`src/rtl/pwm_capture.sv`:
```
// PWM capture: measures period (as cycles-1) and high time of an asynchronous
// PWM input in clk cycles, using the same encoding as the pwm generator.
module pwm_capture #(
    parameter int unsigned WIDTH       = 8,
    parameter int unsigned SYNC_STAGES = 2
) (
    input  logic             clk,
    input  logic             rst_n,
    input  logic             enable,
    input  logic             pwm_in,
    output logic [WIDTH-1:0] period_out,
    output logic [WIDTH-1:0] pulse_width_out,
    output logic             meas_valid,
    output logic             overflow,
    output logic             static_high,
    output logic             static_low
);

    localparam int unsigned CW = WIDTH + 1;
    localparam logic [CW-1:0] CNT_MAX = {1'b1, {WIDTH{1'b0}}};

    typedef enum logic [1:0] {
        IDLE    = 2'd0,
        ARM     = 2'd1,
        MEASURE = 2'd2
    } state_t;

    logic [SYNC_STAGES-1:0] sync_q;
    logic                   lvl_prev_q;
    logic                   lvl;
    logic                   rise;
    logic                   fall;

    state_t           state_q, state_d;
    logic [CW-1:0]    cnt_q, cnt_d;
    logic [CW-1:0]    hcnt_q, hcnt_d;
    logic             fell_q, fell_d;
    logic [WIDTH-1:0] period_q, period_d;
    logic [WIDTH-1:0] pw_q, pw_d;
    logic             valid_q, valid_d;
    logic             ovf_q, ovf_d;
    logic             sh_q, sh_d;
    logic             sl_q, sl_d;

    // Synchroniser plus edge-detect flop; runs independently of enable.
    always_ff @(posedge clk) begin
        if (!rst_n) begin
            sync_q     <= '0;
            lvl_prev_q <= 1'b0;
        end else begin
            sync_q     <= {sync_q[SYNC_STAGES-2:0], pwm_in};
            lvl_prev_q <= sync_q[SYNC_STAGES-1];
        end
    end

    assign lvl  = sync_q[SYNC_STAGES-1];
    assign rise = lvl & ~lvl_prev_q;
    assign fall = ~lvl & lvl_prev_q;

    // State and result registers.
    always_ff @(posedge clk) begin
        if (!rst_n) begin
            state_q  <= IDLE;
            cnt_q    <= '0;
            hcnt_q   <= '0;
            fell_q   <= 1'b0;
            period_q <= '0;
            pw_q     <= '0;
            valid_q  <= 1'b0;
            ovf_q    <= 1'b0;
            sh_q     <= 1'b0;
            sl_q     <= 1'b0;
        end else begin
            state_q  <= state_d;
            cnt_q    <= cnt_d;
            hcnt_q   <= hcnt_d;
            fell_q   <= fell_d;
            period_q <= period_d;
            pw_q     <= pw_d;
            valid_q  <= valid_d;
            ovf_q    <= ovf_d;
            sh_q     <= sh_d;
            sl_q     <= sl_d;
        end
    end

    // Next-state logic. A rise in ARM or MEASURE opens a new window with the
    // rise cycle itself counted as cycle 1 (and as one high cycle).
    always_comb begin
        state_d  = state_q;
        cnt_d    = cnt_q;
        hcnt_d   = hcnt_q;
        fell_d   = fell_q;
        period_d = period_q;
        pw_d     = pw_q;
        valid_d  = 1'b0;
        ovf_d    = 1'b0;
        sh_d     = sh_q;
        sl_d     = sl_q;

        if (!enable) begin
            state_d = IDLE;
            cnt_d   = '0;
            hcnt_d  = '0;
            fell_d  = 1'b0;
            sh_d    = 1'b0;
            sl_d    = 1'b0;
        end else begin
            case (state_q)
                IDLE: begin
                    cnt_d   = '0;
                    hcnt_d  = '0;
                    fell_d  = 1'b0;
                    sh_d    = 1'b0;
                    sl_d    = 1'b0;
                    state_d = ARM;
                end
                ARM: begin
                    if (rise) begin
                        state_d = MEASURE;
                        cnt_d   = CW'(1);
                        hcnt_d  = CW'(1);
                        fell_d  = 1'b0;
                        sh_d    = 1'b0;
                        sl_d    = 1'b0;
                    end
                end
                MEASURE: begin
                    if (rise) begin
                        valid_d  = 1'b1;
                        period_d = WIDTH'(cnt_q - CW'(1));
                        pw_d     = WIDTH'(hcnt_q);
                        cnt_d    = CW'(1);
                        hcnt_d   = CW'(1);
                        fell_d   = 1'b0;
                        sh_d     = 1'b0;
                        sl_d     = 1'b0;
                    end else if (cnt_q == CNT_MAX) begin
                        ovf_d   = 1'b1;
                        sh_d    = ~(fell_q | fall);
                        sl_d    = fell_q | fall;
                        cnt_d   = '0;
                        hcnt_d  = '0;
                        fell_d  = 1'b0;
                        state_d = ARM;
                    end else begin
                        cnt_d  = cnt_q + CW'(1);
                        hcnt_d = hcnt_q + CW'(lvl);
                        fell_d = fell_q | fall;
                    end
                end
                default: state_d = IDLE;
            endcase
        end
    end

    assign period_out      = period_q;
    assign pulse_width_out = pw_q;
    assign meas_valid      = valid_q;
    assign overflow        = ovf_q;
    assign static_high     = sh_q;
    assign static_low      = sl_q;

endmodule

```
`config.mk`:
```
export PLATFORM = sky130hd
export DESIGN_NAME = pwm_capture
export DESIGN_NICKNAME = d
export VERILOG_FILES = /design/src/rtl/pwm_capture.sv
export SDC_FILE = /design/constraint.sdc
export NUM_CORES = 1
export LEC_CHECK = 0
export ABC_CLOCK_PERIOD_IN_PS = 2290
export CORE_MARGIN = 5
export CORE_UTILIZATION = 48
export DETAILED_ROUTE_END_ITERATION = 10
export PLACE_DENSITY = 0.7
export SLEW_MARGIN = 15
export SYNTH_ARGS = -nofsm -noshare
export SYNTH_HDL_FRONTEND = slang
export SYNTH_SLANG_ARGS = --single-unit
```
`constraint.sdc`:
```
create_clock -name clk -period 2.29 [get_ports clk]
set_clock_uncertainty 0.2 [all_clocks]
set_input_delay 0.458 -clock clk [delete_from_list [all_inputs] [get_ports clk]]
set_output_delay 0.458 -clock clk [all_outputs]
set_load 0.05 [all_outputs]
```
==> metrics.md, run 1 <==
| Metric | Value |
|---|---|
| Status | finished, final reports clean |
| Crit path cell chain | clkdlybuf4s50_1 |
| Multi-input logic area | 0.00111 mm2 |
| Setup TNS | 0 ps |
| Setup Buffers After CTS | 0 |
| Die W | 75.8 um |
| CTS tree | built |
| Via Count | 1794 |
| Post-detail-place hpwl | 3350 um |
| Die Y | 75.8 um |
| Crit Path Max Fanout | 2 |
| Post-Syn Instances | 240 |
| Reg-to-reg startpoint | state_q[0] |
| WP buf/inv | 1 |
| Maximum VDD drop | 0.338 mV |
| Max-slew headroom | 66.4% |
| Clock Tree Root | clkbuf_8 |
| Crit. Startpoint | static_high |
| Clock buffer depth | 2 |
| Initial detailed-routing violation count | 133 |
| # DRC | 0 |
| Critical path endpoint category | primary output |
| First-pass GRT wire length | 7610 um |
| DRT Pass-1 Iters | 4 |
| Layout cells sized above 1 | 10.3% |
| DRT Wirelength | 4550 um |
| Synth area leader | dfxtp_1 |
| Hold Slack | 255 ps |
| Placed cell areas | 0.00242 mm2 |
| Post_cts resized | 0 |
| Critical Path AT | 1460 ps |
| CTS Hold Bufs | 0 |
| Synth top area share | 41.5% |
| Sequential area share after synthesis | 41.5% |
| Crit start category | flop |
| Netlist Area Pre-Place | 0.00208 mm2 |
| IO Port Bufs | 23 |
| Worst hold start | sync_q[0] |
| Cell family with most CP delay | buffers and inverters |
| CTS Buf Count | 5 |
| RSZ-0062 raised after global routing | no |
| Gr usage total | 17.3% |
| Top cells by area, synth | dfxtp_1, nand2_1, ha_1 |
| Worst min path class | reg -> reg |
| Vias in the first global route | 1609 |
| Commonest non-fill, non-tap cell in the layout | dfxtp_1 |
| Setup slack, reg-to-reg | 260 ps |
| Fill count | 420 |
| Clock sinks | 43 |
| WL per Instance | 14.1 um |
| Synth Warn # | 0 |
| Maximum number of pins on one net before global-route repair | 25 |
| MaxCap Viol Count | 0 |
| Num rows | 24 |
| DRT antenna net count | 0 |
| Slew Limit Fails | 0 |
| Die area | 0.00574 mm2 |
| Area Growth Syn to Fin | 21.2% |
| Tot Pwr | 1320 uW |
| Num ports | 24 |
| DR vias/cell | 5.55 |
| CP max-delay cell | clkdlybuf4s50_1 |
| PD cells | 524 mW/mm2 |
| Worst endpoint required time | 1630 ps |
| Syn_nets | 252 |
| Lkg Pwr | 0.000919 uW |
| Setup violations, final | 0 |
| Initial core utilization | 48.7% |
| Avg Inst Size Synth | 8.65 um2 |
| Worst skew pair latency | 300 ps |
| Diodes inserted | 0 |
| Hold Vio Cnt, Final | 0 |
| Clock slew at reported path FFs | 80 ps |
| Worst Tran Pin Value | 503 ps |
| Final instance area | 0.00251 mm2 |
| FF+latch area | 861 um2 |
| Gpl congestion | 0.825 |
| Core area | 0.00426 mm2 |
| Initial antenna violation count | 0 |
| Seq cells post-synth | 43 |
| Crit Path Class | reg -> out |
| GR Overflow Total | 0 |
| Peak Freq | 473 MHz |
| Post-route clock period utilization | 92.3% |
| Post-layout net count | 282 |
| CTS H-tree depth | 2 |
| Crit-path max cell delay | 810 ps |
| Commonest cells after routing, fill and taps aside | dfxtp_1, nand2_1, clkdlybuf4s50_1 |
| Yosys cell types | 44 |
| Tmin final | 2110 ps |
-- cells by family after synthesis --
group                    count (synthesis)  synth area share (%)
flip-flops                              43                  41.5
buffers and inverters                   23                  5.06
XOR/XNOR                                13                  5.49
adder cells (fa/ha/maj)                  8                  4.82
AND/OR/NAND/NOR                         94                  24.5
AO/OA/AOI/OAI                           59                  18.6
-- Yosys cell counts --
cell,number
buf_6,1
and3_1,5
and2_1,9
o31ai_1,2
o41ai_1,1
or4_4,1
a41oi_1,1
nand2_1,28
a211oi_1,10
nor2b_1,1
clkbuf_2,1
and4_1,1
inv_1,8
nor4_4,1
xnor2_1,10
buf_4,1
or4_1,1
nor4bb_1,1
a31oi_1,10
nand3_1,8
o211ai_1,2
nand2b_4,1
a32oi_1,1
o211a_1,1
nor3_1,11
o21ai_0,8
clkbuf_1,7
a21boi_0,1
ha_1,8
a311oi_1,1
a211oi_2,1
nor4_2,1
a22o_1,3
nor2_1,15
and2b_1,1
xor2_1,3
nand4b_1,3
dfxtp_1,43
a21o_1,1
nand4_1,4
a21oi_1,16
nand2b_1,1
buf_2,5
nor4b_1,1
-- final cells by class --
| type | count | share of cell area, % |
|---|---|---|
| repair buffers | 38 | 14.1 |
| well taps | 52 | 2.59 |
| clock buffers | 5 | 2.74 |
| clock inverters | 3 | 0.995 |
| flip-flops and latches | 43 | 34.2 |
| inverters | 8 | 1.19 |
| multi-input cells | 174 | 44.1 |
-- routing by layer --
metal  up-vias  GRT usage (%)  part of all wire, %  wire, um
met4         0           5.24                 0.97        44
met5         -              0                    0         0
met3         5           3.56                  4.7       215
li1        924              -                    -         -
met2        32           26.5                   46      2070
met1       833           24.5                   49      2220
-- worst paths after layout --
kind                 endpoint  depth (start not counted)
setup reg to reg    hcnt_q[3]                          7
hold reg to reg     sync_q[1]                          1
hold / removal      sync_q[1]                          1
setup / recovery  static_high                          1
-- metrics by stage --
step / setup WS (ps) / utilization (%) / std cells
3_3_place_gp: 256 / 56.8 / 315
4_1_cts: 159 / 59.0 / 323
5_1_grt: 36.8 / 59.0 / 323
6_report: 177 / 59.0 / 323
2_1_floorplan: 221 / - / 240
3_5_place_dp: 240 / 56.8 / 315
-- where the power goes --
part	leakage (uW)	switching (uW)	total [uW]	internal (uW)
sequential	0.000347	3.17	754	751
combinational	0.000527	44.6	72.5	27.9
clock	0.0000443	275	493	218
-- state kept, by name, indices dropped and copies added (netlist names) --
| name | cells |
|---|---|
| cnt_q | 9 |
| hcnt_q | 8 |
| period_out | 8 |
| pulse_width_out | 8 |
| state_q | 2 |
| sync_q | 2 |
| fell_q | 1 |
| lvl_prev_q | 1 |
| meas_valid | 1 |
| overflow | 1 |
| static_high | 1 |
| static_low | 1 |
Power figures use the tool's default switching activity.
==> inputs of run 2 (changes only) <==
--- a/config.mk
+++ b/config.mk
@@ -9,8 +9,8 @@
 export CORE_MARGIN = 5
 export CORE_UTILIZATION = 48
 export DETAILED_ROUTE_END_ITERATION = 10
-export PLACE_DENSITY = 0.7
-export SLEW_MARGIN = 15
+export PLACE_DENSITY = 0.81
+export SLEW_MARGIN = 30
 export SYNTH_ARGS = -nofsm -noshare
 export SYNTH_HDL_FRONTEND = slang
 export SYNTH_SLANG_ARGS = --single-unit
==> metrics.md, run 2 (synthesis gave the netlist of run 1 again) <==
| Metric | Value |
|---|---|
| Hold Slack | 241 ps (-13.2 ps) |
| Post-route clock period utilization | 92.4% (+0.17 points) |
| Fill count | 417 (-0.71%) |
| Die area | 0.00574 mm2 (unchanged) |
| Commonest cells after routing, fill and taps aside | dfxtp_1, nand2_1, clkdlybuf4s50_1 |
| Commonest non-fill, non-tap cell in the layout | dfxtp_1 |
| Maximum VDD drop | 0.293 mV (-13%) |
| Num rows | 24 (unchanged) |
| Setup violations, final | 0 (unchanged) |
| Gpl congestion | 0.836 (+1.3%) |
| Die Y | 75.8 um (unchanged) |
| Critical path endpoint category | primary output |
| Hold Vio Cnt, Final | 0 (unchanged) |
| Placement Setup Slack | 181 ps (-58.9 ps) |
| CTS Hold Bufs | 0 (unchanged) |
| DRT Wirelength | 4470 um (-1.6%) |
| Max reg flops | 9 (unchanged) |
| Crit path cell chain | clkdlybuf4s50_1 |
| Vias in the first global route | 1593 (-0.99%) |
| Worst endpoint required time | 1630 ps (about the same) |
| CP max-delay cell | clkdlybuf4s50_1 |
| Initial antenna violation count | 0 (unchanged) |
| Clock buffer depth | 2 (unchanged) |
| Reg-to-reg startpoint | cnt_q[1] |
| Die W | 75.8 um (unchanged) |
| Placed cell areas | 0.00243 mm2 (+0.31%) |
| CTS Buf Count | 5 (unchanged) |
| Clock slew at reported path FFs | 90 ps (about the same) |
| Num ports | 24 (unchanged) |
| Initial detailed-routing violation count | 101 (-24%) |
| Post-detail-place hpwl | 3330 um (-0.77%) |
| Crit Path Max Fanout | 2 (unchanged) |
| Crit Path Class | reg -> out |
| Most flop-heavy register | cnt_q |
| Critical Path AT | 1460 ps (about the same) |
| DRT antenna net count | 0 (unchanged) |
| RSZ-0062 raised after global routing | no |
| DRT Pass-1 Iters | 4 (unchanged) |
| Crit start category | flop |
| Clock sinks | 43 (unchanged) |
| PD cells | 525 mW/mm2 (+0.13%) |
| Setup Buffers After CTS | 0 (unchanged) |
| M1 WL | 2120 um (-4.4%) |
| Final instance area | 0.00252 mm2 (+0.25%) |
| Worst skew pair latency | 300 ps (about the same) |
| Status | finished, final reports clean |
| Setup slack, reg-to-reg | 180 ps (-80 ps) |
| CTS H-tree depth | 2 (unchanged) |
| CTS tree | built |
| Worst r2r dst | cnt_q[8] |
| First-pass GRT wire length | 7580 um (-0.45%) |
| Setup ws final | 173 ps (-3.91 ps) |
| Cell family with most CP delay | buffers and inverters |
| Tmin final | 2120 ps (+3.91 ps) |
| Crit-path max cell delay | 810 ps (about the same) |
| CP Depth | 1 (unchanged) |
| Highest Signal Layer | met4 |
| Maximum number of pins on one net before global-route repair | 25 (unchanged) |
| Crit. Startpoint | static_low |
| Core area | 0.00426 mm2 (unchanged) |
| Setup TNS | 0 ps (unchanged) |
| Max-slew headroom | 66.5% (+0.12 points) |
| Peak Freq | 472 MHz (-0.18%) |
| Layout cells sized above 1 | 10.7% (+0.33 points) |
| Length of routed met3 wiring | 257 um (+20%) |
| MaxCap Viol Count | 0 (unchanged) |
| Via Count | 1787 (-0.39%) |
| Worst Tran Pin Value | 501 ps (-1.76 ps) |
| Area Growth Syn to Fin | 21.5% |
| Slew Limit Fails | 0 (unchanged) |
| Worst min path class | reg -> reg |
| DR WL met2 | 2000 um (-3.2%) |
| Lkg Pwr | 0.000920 uW (+0.11%) |
| Clock Tree Root | clkbuf_8 |
| WP buf/inv | 1 (unchanged) |
| Initial core utilization | 48.7% (unchanged) |
| Post_cts resized | 0 (unchanged) |
| # DRC | 0 (unchanged) |
| WL per Instance | 13.8 um (-1.9%) |
| R2R cell count | 8 (+1) |
| GR Overflow Total | 0 (unchanged) |
| Worst Setup EP | static_low |
| DR vias/cell | 5.52 (-0.70%) |
| IO Port Bufs | 23 (unchanged) |
| Diodes inserted | 0 (unchanged) |
| Gr usage total | 17.3% (about the same) |
| Post-layout net count | 283 (+0.35%) |
==> run 2: changes by cell type in the layout (fill, tap and decap cells not counted), sizes merged <==
cell / before / now
clkinv: 2 / 0
buf: 15 / 16
inv: 8 / 9
clkinvlp: 1 / 2
==> run 2: worst min path at each step <==
stage | cells after the start | startpoint | to
after global placement | 1 | sync_q[0] | sync_q[1]
after global routing | 2 | pulse_width_out[6] | pulse_width_out[6]
final | 1 | sync_q[0] | sync_q[1]
after floorplan | 1 | sync_q[0] | sync_q[1]
after CTS | 1 | sync_q[0] | sync_q[1]
after detailed placement | 1 | sync_q[0] | sync_q[1]
==> run 2: metrics by stage <==
stage | total power [uW] | util [%] | std cells
final | 1320 | 59.1 | 324
after floorplan | 816 | - | 240
after CTS | 1340 | 59.1 | 324
after detailed placement | 842 | 57.0 | 316
after global routing | 1380 | 59.1 | 324
after global placement | 841 | 57.0 | 316
==> run 2: area by class of cell <==
cell class	instances	area (um2)	share of cell area [%]
Timing Repair Buffer	39	363	14.4
Multi-Input combinational cell	174	1110	44.0
Clock inverter	3	23.8	0.943
Tap cell	52	65.1	2.58
Sequential cell	43	861	34.1
Inverter	8	30.0	1.19
Clock buffer	5	68.8	2.73
==> run 2: power breakdown <==
group / internal [uW] / switching (uW)
Combinational: 26.5 / 44.7
Clock: 218 / 281
Sequential: 751 / 3.29
Total: 995 / 329
==> run 2: metal layers <==
metal | vias up | GRT usage (%)
met5 | - | 0
met2 | 50 | 26.0
met3 | 9 | 4.35
met4 | 0 | 6.60
li1 | 918 | -
met1 | 810 | 24.0
